**src/rtl/pwm_pkg.sv**
```systemverilog
// rtl/pwm_pkg.sv - shared widths, types and level/pin helpers for the PWM generator
//
// Contents:
//   PWM_CNT_W   width of the shared PWM counter and of the duty value
//   NUM_CH      number of driven output pins
//   duty_t      8-bit duty type, 0x00 = 0 %, 0xFF = 100 %
//   pwm_cnt_t   PWM counter type
//   DUTY_FULL   duty code that forces a constant-high level
//   pwm_level() shared PWM level from counter and duty
//   pin_drive() per-pin force-low / static-high / PWM mux
package pwm_pkg;

    localparam int PWM_CNT_W = 8;
    localparam int NUM_CH    = 16;

    typedef logic [PWM_CNT_W-1:0] duty_t;
    typedef logic [PWM_CNT_W-1:0] pwm_cnt_t;

    localparam duty_t DUTY_FULL = 8'hFF;

    // A plain "cnt < duty" compare can never reach 100 % with an 8-bit
    // counter, so the all-ones duty code is special-cased to constant high.
    function automatic logic pwm_level(input pwm_cnt_t cnt, input duty_t duty);
        logic lvl;
        if (duty == DUTY_FULL) begin
            lvl = 1'b1;
        end else begin
            lvl = (cnt < duty);
        end
        return lvl;
    endfunction

    // Disabled pins are low regardless of PWM mode; enabled pins are either
    // static high or follow the shared PWM level.
    function automatic logic [NUM_CH-1:0] pin_drive(
        input logic [NUM_CH-1:0] en_out,
        input logic [NUM_CH-1:0] en_pwm,
        input logic              level
    );
        return en_out & (~en_pwm | {NUM_CH{level}});
    endfunction

endpackage

```
**src/rtl/pwm_prescaler.sv**
```systemverilog
// rtl/pwm_prescaler.sv - free-running clock divider producing the PWM counter tick
//
// Parameters:
//   CLK_DIV  clk cycles per tick, >= 1
//   DIV_W    prescaler counter width, derived from CLK_DIV
// Ports:
//   clk   input   system clock
//   rst   input   synchronous active-high reset
//   tick  output  high in the last cycle of every CLK_DIV-cycle interval
module pwm_prescaler #(
    parameter int CLK_DIV = 13,
    parameter int DIV_W   = $clog2(CLK_DIV) + 1
) (
    input  logic clk,
    input  logic rst,
    output logic tick
);

    localparam logic [DIV_W-1:0] DIV_LAST = DIV_W'(CLK_DIV - 1);

    logic [DIV_W-1:0] presc_q;
    logic [DIV_W-1:0] presc_d;

    // Combinational tick so the PWM counter advances on the same edge the
    // prescaler wraps; with CLK_DIV == 1 the counter sits at 0 and ticks
    // every cycle.
    assign tick = (presc_q == DIV_LAST);

    always_comb begin
        presc_d = presc_q + DIV_W'(1);
        if (tick) begin
            presc_d = '0;
        end
    end

    always_ff @(posedge clk) begin
        if (rst) begin
            presc_q <= '0;
        end else begin
            presc_q <= presc_d;
        end
    end

endmodule

```
**src/rtl/pwm_generator.sv**
```systemverilog
// rtl/pwm_generator.sv - 16-pin PWM / static output driver fed by SPI control bytes
//
// Build option: define PWM_SYNC_UPDATE_EN to shadow the duty value and load it
// only at the period boundary; otherwise duty is used directly.
//
// Parameters:
//   CLK_DIV          clk cycles per PWM counter tick, >= 1
//   DIV_W            prescaler width, derived from CLK_DIV
// Ports:
//   clk              input   system clock
//   rst              input   synchronous active-high reset
//   en_reg_out_7_0   input   output enable, pins 7..0
//   en_reg_out_15_8  input   output enable, pins 15..8
//   en_reg_pwm_7_0   input   PWM-mode select, pins 7..0
//   en_reg_pwm_15_8  input   PWM-mode select, pins 15..8
//   pwm_duty_cycle   input   shared duty, 0x00 = 0 %, 0xFF = 100 %
//   pwm_out          output  registered pin drive
//   period_start     output  one-cycle pulse in the first cycle of a period
module pwm_generator
    import pwm_pkg::*;
#(
    parameter int CLK_DIV = 13,
    parameter int DIV_W   = $clog2(CLK_DIV) + 1
) (
    input  logic        clk,
    input  logic        rst,
    input  logic [7:0]  en_reg_out_7_0,
    input  logic [7:0]  en_reg_out_15_8,
    input  logic [7:0]  en_reg_pwm_7_0,
    input  logic [7:0]  en_reg_pwm_15_8,
    input  logic [7:0]  pwm_duty_cycle,
    output logic [15:0] pwm_out,
    output logic        period_start
);

    logic              tick;
    logic              period_wrap;
    logic              level;
    duty_t             duty_active;
    logic [NUM_CH-1:0] en_out;
    logic [NUM_CH-1:0] en_pwm;

    pwm_cnt_t          pwm_cnt_q;
    pwm_cnt_t          pwm_cnt_d;
    logic              period_start_q;
    logic              period_start_d;
    logic [NUM_CH-1:0] pwm_out_q;
    logic [NUM_CH-1:0] pwm_out_d;

    pwm_prescaler #(
        .CLK_DIV (CLK_DIV),
        .DIV_W   (DIV_W)
    ) u_prescaler (
        .clk  (clk),
        .rst  (rst),
        .tick (tick)
    );

    assign en_out = {en_reg_out_15_8, en_reg_out_7_0};
    assign en_pwm = {en_reg_pwm_15_8, en_reg_pwm_7_0};

    // The tick that moves the counter from all-ones back to zero marks the
    // period boundary; it drives both period_start and the duty shadow load.
    assign period_wrap = tick && (pwm_cnt_q == '1);

`ifdef PWM_SYNC_UPDATE_EN
    duty_t duty_active_q;
    duty_t duty_active_d;

    // Duty is only sampled at the boundary so a mid-period write can never
    // shorten or stretch the pulse already in progress.
    always_comb begin
        duty_active_d = duty_active_q;
        if (period_wrap) begin
            duty_active_d = duty_t'(pwm_duty_cycle);
        end
    end

    always_ff @(posedge clk) begin
        if (rst) begin
            duty_active_q <= '0;
        end else begin
            duty_active_q <= duty_active_d;
        end
    end

    assign duty_active = duty_active_q;
`else
    assign duty_active = duty_t'(pwm_duty_cycle);
`endif

    assign level = pwm_level(pwm_cnt_q, duty_active);

    always_comb begin
        pwm_cnt_d      = pwm_cnt_q;
        period_start_d = period_wrap;
        pwm_out_d      = pin_drive(en_out, en_pwm, level);
        if (tick) begin
            pwm_cnt_d = pwm_cnt_q + pwm_cnt_t'(1);
        end
    end

    always_ff @(posedge clk) begin
        if (rst) begin
            pwm_cnt_q      <= '0;
            period_start_q <= 1'b0;
            pwm_out_q      <= '0;
        end else begin
            pwm_cnt_q      <= pwm_cnt_d;
            period_start_q <= period_start_d;
            pwm_out_q      <= pwm_out_d;
        end
    end

    assign pwm_out      = pwm_out_q;
    assign period_start = period_start_q;

endmodule

```
**config.mk**
```make
export PLATFORM = sky130hd
export DESIGN_NAME = pwm_generator
export DESIGN_NICKNAME = d
export VERILOG_FILES = /design/src/rtl/pwm_pkg.sv /design/src/rtl/pwm_prescaler.sv /design/src/rtl/pwm_generator.sv
export SDC_FILE = /design/constraint.sdc
export NUM_CORES = 1
export LEC_CHECK = 0
export ABC_AREA = 1
export CAP_MARGIN = 20
export CORE_MARGIN = 5
export CORE_UTILIZATION = 47
export CTS_CLUSTER_DIAMETER = 100
export CTS_CLUSTER_SIZE = 40
export DETAILED_ROUTE_END_ITERATION = 10
export GPL_TIMING_DRIVEN = 0
export PLACE_DENSITY_LB_ADDON = 0.05
export SYNTH_ARGS = -nofsm -noshare
export SYNTH_HDL_FRONTEND = slang
export SYNTH_HIERARCHICAL = 1
export SYNTH_SLANG_ARGS = --single-unit
export TNS_END_PERCENT = 1
```
**constraint.sdc**
```tcl
create_clock -name clk -period 3.4 [get_ports clk]
set_input_delay 0.68 -clock clk [delete_from_list [all_inputs] [get_ports clk]]
set_output_delay 0.68 -clock clk [all_outputs]
set_load 0.005 [all_outputs]
```
==> flow_summary.json, run 1 <==
{
  "rsz0062_at_grt": "no",
  "post-route-drc-count": 0,
  "critPathCaptureType": "register",
  "dpl.hpwl_mm": 2.721,
  "synth.yosys.warnings": 6,
  "p_leak_uw": 0.001136,
  "critical_path.reg2reg.endpoint": "pwm_cnt_q[7]",
  "cts_root_buffer": "sky130_fd_sc_hd__clkbuf_4",
  "timing_max_transition_violations_final": 0,
  "fp.dieArea_mm2": 0.004656,
  "multi_input_comb_area_um2": 724.4,
  "cts.hold.buffers_added": 0,
  "layoutNonFillerInstCount": 331,
  "min_to": "u_prescaler/presc_q[0]",
  "num_antenna_cells": 0,
  "vdd.ir_drop.worst_mv": 0.1807,
  "initial_core_util": 0.4815,
  "synth.distinct_cells": 22,
  "critical_path_arrival_ps": 2350,
  "synth_fp_nets": 272,
  "tritoncts.num_buffers": 5,
  "drv_cap": 0,
  "worstSetupPathType": "in2reg",
  "pin_count": 59,
  "hold_viol": 0,
  "gr_busiest_metal": "met2",
  "min_period_over_period": 0.6096,
  "cts_tree": "yes",
  "clk_latency_ps": 320,
  "buffers_on_ports": 58,
  "drt_iter0_drc": 66,
  "timing.critical_path.required_ps": 3670,
  "power_switching_share": 0.2433,
  "num_vias": 1476,
  "die-width_um": 68.24,
  "syn_avg_cell_area_um2": 7.246,
  "synthesized_instance_count": 220,
  "groute.usage.overall": 0.1588,
  "seqCellArea_um2": 600.6,
  "first_pass_grt_wire_length_mm": 5.485,
  "maximum_clock_skew_at_final_layout_ps": 6.046,
  "clock_pin_slew_worst_setup_and_hold_paths_ps": 90,
  "power.sequential.fraction": 0.547,
  "synth.ff_latch_count": 30,
  "report.final.setup_viol": 0,
  "power.clock.fraction": 0.286,
  "grt_pass1_vias": 1400,
  "whs_ps": 479.6,
  "floorplan_core_area_mm2": 0.003311,
  "routedWlPerCell_um": 10.39,
  "setup-tns-final_ps": 0,
  "post-cts-setup-buffer-count": 0,
  "num_rows": 21,
  "overflow": 0,
  "dp_cells": 324,
  "viasPerCell": 4.459,
  "status": "finished clean",
  "total_switching_power_uw": 165.0,
  "maximum_root_to_sink_buffer_count": 2,
  "combPwrFrac": 0.168,
  "worst_hold_path.num_cells": 1,
  "min_from": "u_prescaler/presc_q[0]",
  "worstRegToRegCells": 13,
  "relSlewSlack": 0.7216,
  "crit_path_start_kind": "input pin",
  "syn2layout_area_growth_pct": 43.01,
  "place_congestion": 0.7545,
  "fillerInstances": 292,
  "tightestPinTransition_ps": 416.8,
  "ys_seq_area_frac": 0.3768,
  "antenna_found_initial": 0,
  "cell_internal_pwr_uw": 513.1,
  "hold_crit_path_type": "reg2reg",
  "grt_use_met2": 0.2780,
  "setup_slack_of_the_worst_register_to_register_path_ps": 1690,
  "detail-route-antenna-nets": 0,
  "fin_crit_ps": 2073,
  "design.final.nets": 337,
  "clock_sink_count": 30,
  "cts.repair.resized": 0,
  "power_density_mw_per_mm2": 297.4,
  "cp_max_fo": 10,
  "grt_max_degree": 11,
  "syn-cell-area_mm2": 0.001594,
  "grtUsageMet3": 0.05090,
  "routed_wire_length_mm": 3.440,
  "fmaxAchievable_mhz": 482.5,
  "reg2reg_from": "u_prescaler/presc_q[0]",
  "cts.htree.levels": 2,
  "layout-drive-gt1-share": 0.1088,
  "die_height_um": 68.24,
  "drt-pass1-iter-count": 4,
  "globalRouteMet1Util": 0.1692
}
-- layout by cell type (no fill, tap or decap), drive strengths merged --
cell type      count
buf                3
ha                10
clkdlybuf4s50     58
nand2             44
o21ai              3
nand4              3
nor3               6
nor2              34
xnor2              1
clkbuf             5
dfxtp             30
clkinv             2
nand3             20
a21oi              7
inv               58
dlymetal6s2s       1
-- registers in the layout, summed over array words and instances, names as in the netlist --
register and count:
pwm_out 16, pwm_cnt_q 8, u_prescaler/presc_q 5, period_start 1
-- cells by family after synthesis --
| kind of cell | after synthesis | share of synthesized area |
|---|---|---|
| adder cells (fa/ha/maj) | 10 | 0.07849 |
| flip-flops | 30 | 0.3768 |
| XOR/XNOR | 1 | 0.005496 |
| buffers and inverters | 62 | 0.1688 |
| AND/OR/NAND/NOR | 107 | 0.3391 |
| AO/OA/AOI/OAI | 10 | 0.03139 |
-- routing by layer --
| layer | vias up | wire length [um] |
|---|---|---|
| met4 | 0 | 87 |
| met3 | 9 | 281 |
| met5 | - | 0 |
| met1 | 640 | 1457 |
| li1 | 780 | - |
| met2 | 47 | 1614 |
-- Yosys cell counts, drive strengths merged --
cell / number / area [um^2]
inv: 58 / 217.7
nand2: 44 / 180.2
nor2: 34 / 135.1
dfxtp: 30 / 600.6
nand3: 20 / 155.2
ha: 10 / 125.1
a21oi: 7 / 35.03
nor3: 6 / 51.30
buf: 3 / 38.79
nand4: 3 / 18.77
o21ai: 3 / 15.01
dlymetal6s2s: 1 / 12.51
xnor2: 1 / 8.760
-- area by class of cell --
cell class,count,area share
Tap cell,46,0.02525
Clock inverter,2,0.004391
Inverter,58,0.09550
Timing Repair Buffer,58,0.2547
Buffer,4,0.02250
Clock buffer,5,0.01647
Multi-Input combinational cell,128,0.3178
Sequential cell,30,0.2634
-- per-stage QoR --
| step | util | cell area (um^2) | setup WS (ps) | power (uW) |
|---|---|---|---|---|
| 3_5_place_dp | 0.6742 | 2232 | 1013 | 493.8 |
| 3_3_place_gp | 0.6742 | 2232 | 1048 | 490.8 |
| 6_report | 0.6886 | 2280 | 1327 | 678.1 |
| 4_1_cts | 0.6886 | 2280 | 1331 | 690.7 |
| 5_1_grt | 0.6886 | 2280 | 1276 | 715.4 |
| 2_1_floorplan | - | 1594 | 1644 | 416.3 |
-- power groups by stage --
stage	clock network (uW)	logic [uW]	registers [uW]
after floorplan	0	36.6	380
after global placement	0	112	378
after detailed placement	0	115	379
after CTS	204	115	371
after global routing	216	127	372
final	194	114	371
-- how the worst max path moves through the flow --
| stage | startpoint | endpoint | slack, ps | depth (start not counted) |
|---|---|---|---|---|
| global route | pwm_duty_cycle[7] | pwm_out[5] | 1280 | 11 |
| floorplan | pwm_duty_cycle[5] | pwm_out[10] | 1640 | 10 |
| CTS | pwm_duty_cycle[5] | pwm_out[5] | 1330 | 11 |
| global placement | pwm_duty_cycle[7] | pwm_out[10] | 1050 | 11 |
| finish | pwm_duty_cycle[5] | pwm_out[5] | 1330 | 11 |
| detailed placement | pwm_duty_cycle[5] | pwm_out[14] | 1010 | 11 |
-- critical path, stage by stage --
cell and delay, ps:
sky130_fd_sc_hd__clkdlybuf4s50_1 470, sky130_fd_sc_hd__inv_1 50, sky130_fd_sc_hd__ha_1 300, sky130_fd_sc_hd__a21oi_1 170
sky130_fd_sc_hd__nor2_1 80, sky130_fd_sc_hd__nor3_4 140, sky130_fd_sc_hd__nand2_4 120, sky130_fd_sc_hd__buf_12 160
sky130_fd_sc_hd__nand3_2 60, sky130_fd_sc_hd__nand2_1 60, sky130_fd_sc_hd__inv_1 50
Power figures use the tool's default switching activity.
==> inputs of run 2 (changes only) <==
Settings changed: CORE_UTILIZATION 47 to 44.
Clock period 3.4 ns to 2 ns, I/O delays scaled along.
==> run 2 against run 1 <==
Compared with the run above:
- clock-buffer cell count up 2
- register-to-register slack lost 1400 ps
- worst hold slack worse by 1.8 ps
- worst setup slack got worse by 1100 ps
- sequential power is 70% higher
- global-route usage shrank 1.7 points
- largest cell class unchanged
==> flow_summary.json, run 2 (same netlist as run 1, synthesis figures left out) <==
{
  "status": "finished clean",
  "design.final.nets": 337,
  "worstPathCellList": "clkdlybuf4s50_1 -> inv_1 -> ha_1 -> a21oi_1 -> nor2_1 -> nor3_4 -> nand2_4 -> buf_12 -> nand3_2 -> nand2_1 -> inv_1",
  "groute.usage.overall": 0.1423,
  "critical_path_arrival_ps": 2050,
  "clock_pin_slew_worst_setup_and_hold_paths_ps": 90,
  "routed_wire_length_mm": 3.399,
  "num_antenna_cells": 0,
  "cts.hold.buffers_added": 0,
  "cp_max_fo": 10,
  "dpl.hpwl_mm": 2.738,
  "report.final.setup_viol": 0,
  "initial_core_util": 0.4667,
  "post-cts-setup-buffer-count": 0,
  "rsz0062_at_grt": "no",
  "detail-route-antenna-nets": 0,
  "hold_crit_path_type": "reg2reg",
  "antenna_found_initial": 0,
  "crit_start": "pwm_duty_cycle[5]",
  "syn2layout_area_growth_pct": 43.80,
  "cts_tree": "yes",
  "drt_iter0_drc": 62,
  "viasPerCell": 4.346,
  "critPathCaptureType": "register",
  "timing_max_transition_violations_final": 0,
  "tightestPinTransition_ps": 411.3,
  "power.clock.fraction": 0.307,
  "die_height_um": 70.19,
  "drt-pass1-iter-count": 4,
  "cts.htree.levels": 2,
  "clk_latency_ps": 310,
  "clock_sink_count": 30,
  "grt_pass1_vias": 1329,
  "power_density_mw_per_mm2": 517.9,
  "min_period_over_period": 0.8905,
  "place_congestion": 0.7588,
  "post-route-drc-count": 0,
  "cts_root_buffer": "sky130_fd_sc_hd__clkbuf_4",
  "crit_path_start_kind": "input pin",
  "setup-tns-final_ps": 0,
  "most_used_cell_cp": "sky130_fd_sc_hd__inv_1",
  "grt_max_degree": 11,
  "hold_viol": 0,
  "worstSetupPathType": "in2reg",
  "buffers_on_ports": 58,
  "routedWlPerCell_um": 10.24,
  "tritoncts.num_buffers": 5,
  "layout-drive-gt1-share": 0.1084,
  "num_vias": 1443,
  "pin_count": 59,
  "cpPeakStageDelay_ps": 480,
  "floorplan_core_area_mm2": 0.003416,
  "cell_internal_pwr_uw": 916.3,
  "first_pass_grt_wire_length_mm": 5.630,
  "num_rows": 21,
  "largest_reg_flops": 16,
  "timing.critical_path.required_ps": 2270,
  "power.sequential.fraction": 0.530,
  "max_stage_delay_cell_worst_path": "sky130_fd_sc_hd__clkdlybuf4s50_1",
  "reg2reg_from": "u_prescaler/presc_q[0]",
  "p_leak_uw": 0.001141,
  "fp.dieArea_mm2": 0.004927,
  "combPwrFrac": 0.163,
  "utilization": 0.6711,
  "power_switching_share": 0.2282,
  "die-width_um": 70.19,
  "fin_crit_ps": 1781,
  "maximum_clock_skew_at_final_layout_ps": 4.726,
  "cts.repair.resized": 0,
  "total_switching_power_uw": 270.9,
  "maximum_root_to_sink_buffer_count": 2,
  "commonest_cells_after_routing_fill_and_taps_aside": "sky130_fd_sc_hd__inv_1 (58), sky130_fd_sc_hd__clkdlybuf4s50_1 (58), sky130_fd_sc_hd__nand2_1 (40)",
  "vdd.ir_drop.worst_mv": 0.3305,
  "overflow": 0,
  "relSlewSlack": 0.7253,
  "drv_cap": 0,
  "min_from": "u_prescaler/presc_q[0]",
  "fmaxAchievable_mhz": 561.5
}
[run 2: worst max-delay path: cells and delay by family]
kind | cells | cell delay (ps)
adders and majority gates | 1 | 310
AOI/OAI and AO/OA | 1 | 160
and+or+nand+nor | 5 | 450
buffers and inverters | 4 | 750
[run 2: worst paths after layout]
path / endpoint / depth (start not counted) / slack, ps
max: pwm_out[8] / 11 / 220
min: u_prescaler/presc_q[0] / 1 / 480
max reg2reg: pwm_cnt_q[7] / 13 / 290
min reg2reg: u_prescaler/presc_q[0] / 1 / 480
[run 2: area by class of cell]
class,instances,area [um^2]
inverter,58,217.7
tap,46,57.56
multi-input combinational,128,724.4
fill,325,1124
sequential,30,600.6
buffer,4,51.30
timing repair buffer,58,580.6
clock inverter,1,5.005
clock buffer,7,55.05
[run 2: per-layer routing]
layer	global-route usage	up-vias	routed length [um]
li1	-	788	-
met1	0.1636	605	1472
met2	0.2424	45	1572
met3	0.05165	5	316
met4	0.04894	0	38
met5	0	-	0
[run 2: stage by stage]
step / hold WS (ps) / instance area (um^2) / power (uW) / std cells / setup slack [ps]
after floorplan: 441.0 / 1594 / 707.7 / 220 / 495.8
after global placement: 457.7 / 2232 / 835.4 / 324 / -71.42
after detailed placement: 462.1 / 2232 / 839.3 / 324 / -102.6
after CTS: 485.0 / 2292 / 1207 / 332 / 235.5
after global routing: 518.7 / 2292 / 1253 / 332 / 83.23
final: 477.8 / 2292 / 1187 / 332 / 219.0
[run 2: power groups by stage]
stage / registers, uW / logic, uW / clock network [uW]
global route: 633 / 215 / 405
detailed placement: 644 / 195 / 0
global placement: 644 / 192 / 0
CTS: 630 / 196 / 381
floorplan: 645 / 62.3 / 0
finish: 630 / 193 / 364
==> inputs of run 3 (changes only) <==
Settings changed: CORE_UTILIZATION 44 to 43, SYNTH_HIERARCHICAL 1 to not set.
==> run 3 against run 2 <==
Compared with the run above:
- die area is 1.7% lower
- maximum frequency is 1.4% higher
- global-route usage is 0.37 points lower
- synthesized cell count is 1.4% lower
==> flow_summary.json, run 3 <==
{
  "syn_avg_cell_area_um2": 7.040,
  "critical_path_arrival_ps": 2020,
  "most_common_cell_after_layout_fill_and_taps_aside": "sky130_fd_sc_hd__clkdlybuf4s50_1",
  "cpPeakStageDelay_ps": 450,
  "post-cts-setup-buffer-count": 0,
  "clock_pin_slew_worst_setup_and_hold_paths_ps": 90,
  "dp_cells": 320,
  "drt-pass1-iter-count": 4,
  "dpl.hpwl_mm": 2.581,
  "pre_cts_ws_ps": -111.1,
  "worstPathBufferInverterCount": 4,
  "place_congestion": 0.7084,
  "total_power_uw": 1181,
  "grt_max_degree": 11,
  "placement.cell_area_mm2": 0.002156,
  "fp.dieArea_mm2": 0.004845,
  "power_density_mw_per_mm2": 533.0,
  "synth_ff_type": "sky130_fd_sc_hd__dfxtp_1",
  "most_used_cell_cp": "sky130_fd_sc_hd__inv_1",
  "clock_sink_count": 30,
  "post-route-drc-count": 0,
  "worstSetupPathType": "in2reg",
  "relSlewSlack": 0.7047,
  "synth.largest_area_cell": "sky130_fd_sc_hd__dfxtp_1",
  "num_antenna_cells": 0,
  "hold_crit_path_type": "in2reg",
  "worstRegToRegCells": 9,
  "number_of_flops_mapped_to_enable_cells_by_yosys": 0,
  "critPathCaptureType": "register",
  "largest_reg_flops": 16,
  "synth.most_common_cell": "sky130_fd_sc_hd__inv_1",
  "p_leak_uw": 0.001132,
  "groute.usage.overall": 0.1385,
  "synth.ff_latch_count": 30,
  "fillerInstances": 314,
  "maximum_clock_skew_at_final_layout_ps": 3.388,
  "cts_root_buffer": "sky130_fd_sc_hd__clkbuf_4",
  "timing.final.ws_setup_ps": 243.3,
  "ys_async_sr_fraction": 0,
  "antenna_found_initial": 0,
  "reg2reg_from": "pwm_cnt_q[3]",
  "timing.critical_path.required_ps": 2270,
  "cts.htree.levels": 2,
  "first_pass_grt_wire_length_mm": 5.402,
  "hold_viol": 0,
  "synthTopCellsByCount": "sky130_fd_sc_hd__inv_1 (54), sky130_fd_sc_hd__nand2_1 (41), sky130_fd_sc_hd__dfxtp_1 (30), sky130_fd_sc_hd__nor2_1 (29), sky130_fd_sc_hd__nand3_1 (18)",
  "syn2layout_area_growth_pct": 45.05,
  "num_rows": 21,
  "routed_wire_length_mm": 3.216,
  "cts.repair.resized": 0,
  "min_from": "rst",
  "die_height_um": 69.61,
  "drt_iter0_drc": 29,
  "synth.distinct_cells": 23,
  "synthesized_instance_count": 217,
  "clk_latency_ps": 320,
  "rsz0062_at_grt": "no",
  "overflow": 0,
  "grt_pass1_vias": 1292,
  "initial_core_util": 0.4507,
  "drv_cap": 0,
  "pin_count": 59,
  "design.final.nets": 333,
  "die-width_um": 69.61,
  "yosysTopAreaCellShare": 0.3931,
  "syn-cell-area_mm2": 0.001528,
  "buffers_on_ports": 57,
  "worst_hold_path.num_cells": 4,
  "fin_crit_ps": 1757,
  "synth_fp_nets": 269,
  "top_cells_by_area_in_the_synthesized_netlist": "sky130_fd_sc_hd__dfxtp_1 (39%), sky130_fd_sc_hd__inv_1 (13%), sky130_fd_sc_hd__nand2_1 (10%)",
  "cts_tree": "yes",
  "status": "finished clean",
  "worstPathCellList": "clkdlybuf4s50_1 -> inv_1 -> ha_1 -> a21oi_1 -> nor2_1 -> nor3_2 -> nand2_2 -> buf_6 -> nand3_1 -> nand2_1 -> inv_1",
  "report.final.setup_viol": 0,
  "tritoncts.num_buffers": 5,
  "final_area_mm2": 0.002216,
  "ys_seq_area_frac": 0.3931,
  "layoutNonFillerInstCount": 328,
  "floorplan_core_area_mm2": 0.003390,
  "commonest_cells_after_routing_fill_and_taps_aside": "sky130_fd_sc_hd__clkdlybuf4s50_1 (57), sky130_fd_sc_hd__inv_1 (54), sky130_fd_sc_hd__nand2_1 (41)",
  "min_to": "pwm_out[3]",
  "setup_slack_of_the_worst_register_to_register_path_ps": 400,
  "maximum_root_to_sink_buffer_count": 2,
  "timing_max_transition_violations_final": 0,
  "utilization": 0.6537,
  "vdd.ir_drop.worst_mv": 0.3743,
  "cp_max_fo": 10,
  "fmaxAchievable_mhz": 569.3,
  "cts.hold.buffers_added": 0,
  "routedWlPerCell_um": 9.805,
  "num_vias": 1396,
  "crit_family": "buffers and inverters",
  "viasPerCell": 4.256,
  "critical_path.reg2reg.endpoint": "pwm_out[11]",
  "synth.yosys.warnings": 0,
  "detail-route-antenna-nets": 0,
  "min_period_over_period": 0.8783,
  "max_stage_delay_cell_worst_path": "sky130_fd_sc_hd__clkdlybuf4s50_1",
  "tightestPinTransition_ps": 443.0,
  "layout-drive-gt1-share": 0.07092,
  "crit_path_start_kind": "input pin"
}
## run 3: stage by stage
step                      setup TNS [ps]  hold slack [ps]
after floorplan                        0            430.0
after global placement            -756.3            445.4
after detailed placement           -1001            458.9
after CTS                              0            432.4
after global routing                   0            469.2
final                                  0            443.6
## run 3: layer usage
metal | wire length [um] | vias to the layer above | global-route usage
met5 | 0 | - | 0
met2 | 1565 | 33 | 0.2415
li1 | - | 778 | -
met3 | 298 | 4 | 0.06957
met1 | 1323 | 581 | 0.1409
met4 | 29 | 0 | 0.05206
## run 3: worst max-delay path by stage
stage | endpoint | slack, ps | startpoint | cells past startpoint
2_1_floorplan | pwm_out[10] | 520 | pwm_duty_cycle[5] | 10
3_3_place_gp | pwm_out[14] | -80 | pwm_duty_cycle[5] | 11
6_report | pwm_out[11] | 240 | pwm_duty_cycle[5] | 11
4_1_cts | pwm_out[5] | 240 | pwm_duty_cycle[7] | 11
3_5_place_dp | pwm_out[5] | -110 | pwm_duty_cycle[7] | 11
5_1_grt | pwm_out[6] | 130 | pwm_duty_cycle[3] | 13
## run 3: cells by family (layout without fill, tap and decap cells)
group                    count (synthesis)  after routing  share of synthesized area
AO/OA/AOI/OAI                           12             12                    0.03931
XOR/XNOR                                 4              4                    0.02294
adder cells (fa/ha/maj)                 10             10                    0.08190
buffers and inverters                   60            125                     0.1581
flip-flops                              30             30                     0.3931
AND/OR/NAND/NOR                        101            101                     0.3047
## run 3: cell type report
type | count | area [um^2] | share of cell area
Clock inverter | 1 | 5.005 | 0.002259
Buffer | 4 | 31.28 | 0.01412
Multi-Input combinational cell | 127 | 685.7 | 0.3094
Timing Repair Buffer | 57 | 570.5 | 0.2575
Inverter | 56 | 210.2 | 0.09486
Clock buffer | 7 | 55.05 | 0.02484
Sequential cell | 30 | 600.6 | 0.2710
Tap cell | 46 | 57.56 | 0.02597
## run 3: worst register-to-register path, stage by stage, from the launching register on
cell and delay, ps:
sky130_fd_sc_hd__dfxtp_1 490, sky130_fd_sc_hd__ha_1 310, sky130_fd_sc_hd__a21oi_1 160, sky130_fd_sc_hd__nand2_1 80
sky130_fd_sc_hd__nand2_1 70, sky130_fd_sc_hd__nand2_2 110, sky130_fd_sc_hd__buf_6 170, sky130_fd_sc_hd__nand3_1 60
sky130_fd_sc_hd__nand2_1 50, sky130_fd_sc_hd__inv_1 50
## run 3: where the power goes
part / switching (uW) / internal (uW) / leakage (uW) / total, uW
registers: 8.84 / 620 / 0.000247 / 629
logic: 64.8 / 123 / 0.000850 / 188
clock network: 194 / 170 / 0.0000353 / 364
total: 268 / 913 / 0.00113 / 1180
